--- src/rtl/reset_seq_pkg.sv ---
// Shared types and helpers for the staged reset sequencer.
//   seq_state_t        : sequencer FSM states
//   DEFAULT_CLK_PER_MS : board clock (54 MHz) expressed in cycles per millisecond
//   cycles_from_ms()   : converts a millisecond interval into clock cycles
//   width_of()         : bits needed to hold n distinct values (never less than 1)
package reset_seq_pkg;

   localparam int unsigned DEFAULT_CLK_PER_MS = 54000;

   typedef enum logic [2:0] {
      StIdle,
      StHold,
      StWait,
      StDone,
      StFault
   } seq_state_t;

   function automatic int unsigned cycles_from_ms(input int unsigned ms,
                                                  input int unsigned clk_per_ms);
      return ms * clk_per_ms;
   endfunction

   // Keeps derived vector widths legal when a parameter degenerates to 1 value.
   function automatic int unsigned width_of(input int unsigned n);
      return (n <= 2) ? 1 : $clog2(n);
   endfunction

endpackage

--- src/rtl/seq_timer.sv ---
// Interval timer shared by the hold and ready-timeout phases.
//   clk, rst_n : clock, asynchronous active-low reset
//   clr        : force the count to zero (takes priority over en)
//   en         : advance the count by one this cycle
//   term       : terminal value for the interval currently being timed
//   at_term    : count equals term; the count returns to zero on the next enabled edge
module seq_timer #(
   parameter int unsigned WIDTH = 8
) (
   input  logic             clk,
   input  logic             rst_n,
   input  logic             clr,
   input  logic             en,
   input  logic [WIDTH-1:0] term,
   output logic             at_term
);

   logic [WIDTH-1:0] cnt_d, cnt_q;

   assign at_term = (cnt_q == term);

   // Clearing at the terminal value means the count can never wrap.
   always_comb begin
      cnt_d = cnt_q;
      if (clr) begin
         cnt_d = '0;
      end else if (en) begin
         cnt_d = at_term ? '0 : cnt_q + WIDTH'(1);
      end
   end

   always_ff @(posedge clk or negedge rst_n) begin
      if (!rst_n) begin
         cnt_q <= '0;
      end else begin
         cnt_q <= cnt_d;
      end
   end

endmodule

--- src/rtl/reset_sequencer.sv ---
// Staged power-up reset sequencer. Releases each downstream subsystem in turn: holds its
// reset for a fixed time, releases it, then waits (with timeout and bounded retries) for
// its ready before moving on. A ready dropping after completion shuts everything down.
//   clk, rst_n   : board clock, asynchronous active-low reset
//   start        : one-cycle restart request, honoured only in DONE or FAULT
//   stage_ready  : per-stage ready, synchronous to clk
//   stage_rst_n  : per-stage active-low reset (registered)
//   busy         : hold or wait phase in progress
//   all_ready    : every stage released and reporting ready
//   error        : sequence halted in FAULT
//   err_stage    : failing stage index, meaningful while error is high
//   retry_cnt    : retries consumed on the current stage
module reset_sequencer
   import reset_seq_pkg::*;
#(
   parameter int unsigned CLK_PER_MS  = DEFAULT_CLK_PER_MS,
   parameter int unsigned N_STAGES    = 4,
   parameter int unsigned HOLD_MS     = 10,
   parameter int unsigned TIMEOUT_MS  = 100,
   parameter int unsigned MAX_RETRIES = 2
) (
   input  logic                                 clk,
   input  logic                                 rst_n,
   input  logic                                 start,
   input  logic [N_STAGES-1:0]                  stage_ready,
   output logic [N_STAGES-1:0]                  stage_rst_n,
   output logic                                 busy,
   output logic                                 all_ready,
   output logic                                 error,
   output logic [width_of(N_STAGES)-1:0]        err_stage,
   output logic [width_of(MAX_RETRIES+1)-1:0]   retry_cnt
);

   localparam int unsigned HOLD_CYC = cycles_from_ms(HOLD_MS, CLK_PER_MS);
   localparam int unsigned TO_CYC   = cycles_from_ms(TIMEOUT_MS, CLK_PER_MS);
   localparam int unsigned CNT_MAX  = (HOLD_CYC > TO_CYC) ? HOLD_CYC : TO_CYC;
   localparam int unsigned CW       = width_of(CNT_MAX);
   localparam int unsigned SW       = width_of(N_STAGES);
   localparam int unsigned RW       = width_of(MAX_RETRIES + 1);

   localparam logic [CW-1:0] HOLD_TERM   = CW'(HOLD_CYC - 1);
   localparam logic [CW-1:0] TO_TERM     = CW'(TO_CYC - 1);
   localparam logic [SW-1:0] LAST_IDX    = SW'(N_STAGES - 1);
   localparam logic [RW-1:0] RETRY_LIMIT = RW'(MAX_RETRIES);

   if (HOLD_CYC == 0) begin : g_chk_hold
      $error("reset_sequencer: HOLD_CYC must be at least 1");
   end
   if (TO_CYC == 0) begin : g_chk_timeout
      $error("reset_sequencer: TO_CYC must be at least 1");
   end
   if (N_STAGES == 0) begin : g_chk_stages
      $error("reset_sequencer: N_STAGES must be at least 1");
   end

   seq_state_t          state_d, state_q;
   logic [SW-1:0]       idx_d, idx_q;
   logic [RW-1:0]       retry_d, retry_q;
   logic [N_STAGES-1:0] rst_d, rst_q;
   logic                busy_d, busy_q;
   logic                all_ready_d, all_ready_q;
   logic                error_d, error_q;
   logic [SW-1:0]       err_stage_d, err_stage_q;
   logic [SW-1:0]       drop_idx;
   logic                tmr_clr, tmr_en, tmr_at_term;
   logic [CW-1:0]       tmr_term;

   // Every state change (including a retry back into HOLD) starts a fresh interval.
   assign tmr_clr  = (state_d != state_q);
   assign tmr_en   = (state_q == StHold) || (state_q == StWait);
   assign tmr_term = (state_q == StHold) ? HOLD_TERM : TO_TERM;

   seq_timer #(
      .WIDTH (CW)
   ) u_timer (
      .clk     (clk),
      .rst_n   (rst_n),
      .clr     (tmr_clr),
      .en      (tmr_en),
      .term    (tmr_term),
      .at_term (tmr_at_term)
   );

   // Lowest-numbered stage whose ready has dropped.
   always_comb begin
      drop_idx = '0;
      for (int i = N_STAGES - 1; i >= 0; i--) begin
         if (!stage_ready[i]) begin
            drop_idx = SW'(i);
         end
      end
   end

   always_comb begin
      state_d     = state_q;
      idx_d       = idx_q;
      retry_d     = retry_q;
      rst_d       = rst_q;
      busy_d      = busy_q;
      all_ready_d = all_ready_q;
      error_d     = error_q;
      err_stage_d = err_stage_q;

      unique case (state_q)
         StIdle: begin
            state_d = StHold;
            idx_d   = '0;
            rst_d   = '0;
            busy_d  = 1'b1;
         end

         StHold: begin
            if (tmr_at_term) begin
               state_d      = StWait;
               rst_d[idx_q] = 1'b1;
            end
         end

         StWait: begin
            // Ready is checked first so it wins over a coincident timeout.
            if (stage_ready[idx_q]) begin
               retry_d = '0;
               if (idx_q == LAST_IDX) begin
                  state_d     = StDone;
                  busy_d      = 1'b0;
                  all_ready_d = 1'b1;
               end else begin
                  state_d = StHold;
                  idx_d   = idx_q + SW'(1);
               end
            end else if (tmr_at_term) begin
               if (retry_q < RETRY_LIMIT) begin
                  state_d      = StHold;
                  rst_d[idx_q] = 1'b0;
                  retry_d      = retry_q + RW'(1);
               end else begin
                  state_d     = StFault;
                  rst_d       = '0;
                  busy_d      = 1'b0;
                  error_d     = 1'b1;
                  err_stage_d = idx_q;
               end
            end
         end

         StDone: begin
            if (start) begin
               state_d     = StHold;
               idx_d       = '0;
               retry_d     = '0;
               rst_d       = '0;
               busy_d      = 1'b1;
               all_ready_d = 1'b0;
               error_d     = 1'b0;
            end else if (!(&stage_ready)) begin
               state_d     = StFault;
               rst_d       = '0;
               all_ready_d = 1'b0;
               error_d     = 1'b1;
               err_stage_d = drop_idx;
            end
         end

         StFault: begin
            if (start) begin
               state_d     = StHold;
               idx_d       = '0;
               retry_d     = '0;
               rst_d       = '0;
               busy_d      = 1'b1;
               all_ready_d = 1'b0;
               error_d     = 1'b0;
            end
         end

         default: begin
            state_d = StIdle;
            rst_d   = '0;
            busy_d  = 1'b0;
         end
      endcase
   end

   always_ff @(posedge clk or negedge rst_n) begin
      if (!rst_n) begin
         state_q     <= StIdle;
         idx_q       <= '0;
         retry_q     <= '0;
         rst_q       <= '0;
         busy_q      <= 1'b0;
         all_ready_q <= 1'b0;
         error_q     <= 1'b0;
         err_stage_q <= '0;
      end else begin
         state_q     <= state_d;
         idx_q       <= idx_d;
         retry_q     <= retry_d;
         rst_q       <= rst_d;
         busy_q      <= busy_d;
         all_ready_q <= all_ready_d;
         error_q     <= error_d;
         err_stage_q <= err_stage_d;
      end
   end

   assign stage_rst_n = rst_q;
   assign busy        = busy_q;
   assign all_ready   = all_ready_q;
   assign error       = error_q;
   assign err_stage   = err_stage_q;
   assign retry_cnt   = retry_q;

endmodule

--- config.mk ---
export PLATFORM = sky130hd
export DESIGN_NAME = reset_sequencer
export DESIGN_NICKNAME = d
export VERILOG_FILES = /design/src/rtl/reset_seq_pkg.sv /design/src/rtl/seq_timer.sv /design/src/rtl/reset_sequencer.sv
export SDC_FILE = /design/constraint.sdc
export NUM_CORES = 1
export LEC_CHECK = 0
export BUFFER_PORTS_ARGS = -buffer_cell sky130_fd_sc_hd__buf_2
export CAP_MARGIN = 20
export CORE_MARGIN = 1.5
export CORE_UTILIZATION = 25
export DETAILED_ROUTE_END_ITERATION = 8
export GPL_TIMING_DRIVEN = 0
export PLACE_DENSITY_LB_ADDON = 0.2
export SYNTH_ARGS = -nofsm -noshare
export SYNTH_HDL_FRONTEND = slang
export SYNTH_SLANG_ARGS = --single-unit
--- constraint.sdc ---
create_clock -name clk -period 7.3 [get_ports clk]
set_clock_uncertainty 0.2 [all_clocks]
set_input_delay 1.46 -clock clk [delete_from_list [all_inputs] [get_ports clk]]
set_output_delay 1.46 -clock clk [all_outputs]
set_load 0.02 [all_outputs]
* Word level (Yosys, flattened, before mapping)
Index checks and enable logic that the tools add are counted.
** Word-level totals
- Logic and storage cells :: 120
- Register bits after elaboration :: 39
- Output and inout bits :: 11
** Cells by class
- Equality and inequality tests :: 23
- Add/subtract/negate cells :: 3
- Multiplexer cells :: 61
- $lt $le $gt $ge :: 3
- Bitwise logic cells :: 4
- Reductions and logical operators :: 17
** Operators with widths (count)
- two-way mux 23 bit :: 4
- two-way mux 2 bit :: 16
- two-way mux 4 bit :: 7
- adder 23 x 1 -> 23 bit (second input constant) :: 1
- equality test 23 bit :: 1
- two-way mux 3 bit :: 7
- two-way mux 1 bit :: 17
- case mux 4 bit (4 select lines) :: 1
- case mux 3 bit (5 select lines) :: 1
- AND reduction 5 bit :: 3
- inequality test 2 bit (second input constant) :: 6
- AND reduction 4 bit :: 3
- AND reduction 6 bit :: 2
- inequality test 2 x 1 -> 1 bit (second input constant) :: 5
- case mux 2 bit (2 select lines) :: 2
- equality test 3 x 2 -> 1 bit (second input constant) :: 2
- inequality test 3 x 1 -> 1 bit (second input constant) :: 2
- inequality test 3 bit (second input constant) :: 2
- case mux 1 bit (3 select lines) :: 2
- case mux 2 bit (3 select lines) :: 1
- nonzero test 2 bit :: 3
- nonzero test 3 bit :: 2
- adder 2 x 1 -> 2 bit (second input constant) :: 2
- bitwise AND 4 bit :: 1
- other kinds (18) :: 18

* Longest topological paths before layout
- Word-level depth :: 10
- Depth in mapped cells :: 8
- Gate-level depth less buffers :: 7

* By module
Synthesis repeated with hierarchy kept, for this count alone.
** Unflattened totals
- Cell total of the unflattened synthesis :: 304
- Area, all modules :: 2681.3 um2
** By module, submodules not included
- seq_timer :: sequential area each 575.6 um2, instances 1, area an instance 1458.9 um2, cells each 158
- reset_sequencer :: sequential area each 400.4 um2, instances 1, area an instance 1222.4 um2, cells each 146

* Least setup slack after synthesis
No wires, ideal clock.
- Path type :: input to register
- From :: in stage_ready[2]
- To :: reg u_timer.cnt_q[22]
- Required time :: 7014 ps
- Data arrival time :: 3117 ps
- Path slack :: 3897 ps
- Library setup time :: 86 ps
- Stages on the path :: 7
- Cell sequence :: mux4_1 > inv_1 > o21ai_0 > o21ai_0 > nand2_2 > buf_2 > nor3_1
** On the way
- Longest elaborated chain between the ends :: 6
- Elaborated cells between the ends (all ways) :: 10
- Those cells by class :: 1 x eq/ne; 7 x mux; 2 x reduce/logical
** RTL lines
- from (decl) :: line reset_sequencer.sv:25 : input logic [N_STAGES-1:0] stage_ready,
- binary-select mux 1 bit (select 2 bit) or AND reduction 4 bit (tied branches) :: line reset_sequencer.sv:121, reset_sequencer.sv:155
- two-way mux 1 bit (not written as such) or two-way mux 3 bit (tied branches) :: line reset_sequencer.sv:121, reset_sequencer.sv:155
- two-way mux 3 bit, on equally long branches :: line reset_sequencer.sv:121, reset_sequencer.sv:147
- case mux 3 bit (5 select lines) (*) :: line reset_sequencer.sv:104 : unique case (state_q)
- inequality test 3 bit (*) :: line reset_sequencer.sv:69 : assign tmr_clr = (state_d != state_q);
- two-way mux 23 bit or nonzero test 2 bit (tied branches)
- to (signal assigned) :: line seq_timer.sv:36 : cnt_q <= cnt_d;
- to (decl) :: line seq_timer.sv:18 : logic [WIDTH-1:0] cnt_d, cnt_q;
Mark *: on every way between the ends. The rest lies on a longest branch, timed or not. The select of a mux whose other input is x is not followed.
A chain may end at the register's enable or synchronous reset.

* Worst setup path in the final report
Ends and elaborated chain as after synthesis.

==> results.md <==
- Die area: 10500 sq um
- Worst reg2reg path depth: 8
- Max-cap violation count: 0
- NumNets Final: 286
- CP max FO: 10
- Netlist cell types: 58
- Slew HR: 0.291
- Netlist Area Pre-Place: approximately 2500 sq um
- Chip width: 102 um
- N_diodes: 0
- I/O pin cnt: 18
- Initial antenna violation count: 0
- Flop2flop setup slack: ~4.3 ns
- Final hold slack: between 0.3 and 0.4 ns
- Syn Inst Count: 250
- Core area: 9680 sq um
- CTS Buf Count: 5
- WP data arrival: around 3.7 ns
- CTS Hold Bufs: 0
- Leakage: around 1.2 nW
- Prevailing post-synth register cell: dfrtp_1
- Yosys warns: 0
- Via count: ~2000
- Drt total wl: 5940 um
- Clock Sinks: 39
- Synth area leader: dfrtp_1
- Num rows: 36
- Worst-Margin Slew: ~1.0 ns
- Die H: 102 um
- TritonCTS clock tree: built
- WL/cell: around 15 um
- Setup crit end kind: register
- Non-filler cells, final: 408
- Hold path depth: 1
- Vias/cell: around 4.9
- Multi-input gate area: about 1400 sq um
- Clock root cell: clkbuf_8
- Fmax: around 270 MHz
- P per Cell Area: approximately 190 nW/um^2
- DRT antenna net count: 0
- Pin count of the biggest net entering global routing: 40
- Share of post-route cells with drive strength above 1: 0.211
- Total global routing overflow: 0
- Hold WC Path Type: reg2reg
- Final hold vios: 0
- Final instance area: approximately 2800 sq um
- Worst vdd ir: about 77 uV
- Most frequent cell after synthesis: dfrtp_1
- Minimum clock period after layout: ~3.7 ns
- Setup violators final: 0
- Setup TNS: 0 ns
- Crit Path Class: in2reg
- Hold endpoint: err_stage[1]
- Slew Viols, Final: 0
- Final worst path period share: 0.508
- Setup Fix Bufs, Post-CTS: 0
- R2R Path End: u_timer.cnt_q[22]
- Number of port buffers: 17
- Hold Startpoint: err_stage[1]
- H-tree levels: 2
- WP data required: 7.30 ns
- FF-to-FF Start: state_q[1]
- TritonRoute pass-1 iters: 4
- Total power: ~550 uW
- Post-synthesis sequential area ratio: 0.395
- Post_cts resized: 0
- Gr usage total: 0.123
- Status: finished, final reports clean
- Routability cong.: roughly 0.74
- Synth top area cells: dfrtp_1 40%, nor3_1 5.1%, xor2_1 5.0%, nand2_1 3.3%, o21ai_0 2.8%
- Placed cell area: about 2700 sq um
- Vias in the first global route: between 1500 and 2000
- RSZ-0062 raised after global routing: false
- DR DRC count: 0
- First-pass GRT wire length: around 9900 um
- Mapped Nets: between 200 and 300
- Combined flip-flop and latch cell area: about 1000 sq um
- Clk_lat worst skew: roughly 0.30 ns
- Avg Inst Size Synth: a little under 10 sq um
- #FFs+latches synth: 39
- EDFF count, synth: 0
- Reg clk slew, reported paths: about 0.07 ns
- Dpl cells: 400
- FFs w/ async S/R, synth: 1.00
- Synthesis-to-layout area growth: 14.2%
- Drt first-iter violations: 73
- Initial core utilization: 0.255
- Fillers: between 1000 and 1500
- Clock Path Buffers: 2
- Detailed Place HPWL: 4270 um
- Top-area cell type share of the netlist area: 0.395
- Crit start category: primary input
- Synth cell count leaders: 39 x dfrtp_1, 25 x nor3_1, 22 x nand2_1
layout make-up:
cell class	count	share of cell area
sequential	39	0.346
multi-input combinational	196	0.492
inverter	4	0.00532
timing repair buffer	17	0.0302
tap	133	0.0590
buffer	11	0.0319
clock buffer	8	0.0355
routing by layer:
| metal | up-vias | track usage | share of wire |
|---|---|---|---|
| li1 | 981 | - | - |
| met1 | 960 | 0.168 | 0.50 |
| met2 | 32 | 0.195 | 0.45 |
| met3 | 8 | 0.0246 | 0.031 |
| met4 | 0 | 0.0411 | 0.014 |
| met5 | - | 0 | 0 |
placed cells by master (no fill, tap or decap), types with 5 or more instances in the layout:
master and instances:
dfrtp_1 39, nor3_1 25, nand2_1 22, buf_2 19
o21ai_0 14, xor2_1 14, nand3_1 11, clkbuf_8 9
nor2_1 9, nand4_1 8, xnor2_1 8, a21oi_1 5
and3_1 5, mux2_2 5, ha_1 5
cell families after synthesis:
group,count (synthesis),synth area share
AND/OR/NAND/NOR,120,0.302
AO/OA/AOI/OAI,42,0.120
flip-flops,39,0.395
XOR/XNOR,22,0.0780
buffers and inverters,15,0.0426
multiplexers,7,0.0375
adder cells (fa/ha/maj),5,0.0253
stage by stage:
step	util	setup slack (ns)
detailed placement	0.281	3.27
floorplan	-	3.90
finish	0.291	3.59
global placement	0.281	3.24
CTS	0.291	3.58
global route	0.291	3.37
sequential cells by signal, indices dropped and copies added, names as in the netlist:
name	cells
u_timer.cnt_q	23
stage_rst_n	4
state_q	3
err_stage	2
idx_q	2
retry_cnt	2
all_ready	1
busy	1
error	1
worst max-delay path: stages:
cell,delay [ns]
buf_2,0.12
mux4_1,0.60
inv_1,0.16
o21ai_0,0.10
o21ai_0,0.58
nand2_2,0.21
buf_2,0.26
nor3_1,0.21
worst max-delay path by stage:
stage / from / endpoint / slack [ns] / cells past startpoint
final: stage_ready[2] / u_timer.cnt_q[22] / 3.59 / 8
after global routing: stage_ready[2] / u_timer.cnt_q[22] / 3.37 / 8
after CTS: stage_ready[2] / u_timer.cnt_q[22] / 3.58 / 8
after detailed placement: stage_ready[2] / u_timer.cnt_q[22] / 3.27 / 8
after global placement: stage_ready[2] / u_timer.cnt_q[9] / 3.24 / 8
after floorplan: stage_ready[2] / u_timer.cnt_q[22] / 3.90 / 7
power by group:
group          switching [mW]  leakage (nW)  total [mW]  internal, mW
logic                  0.0463         0.647      0.0961        0.0498
clock network          0.0781        0.0515       0.164        0.0864
registers              0.0380         0.499       0.287         0.249
(Power assumes the default switching activity.)
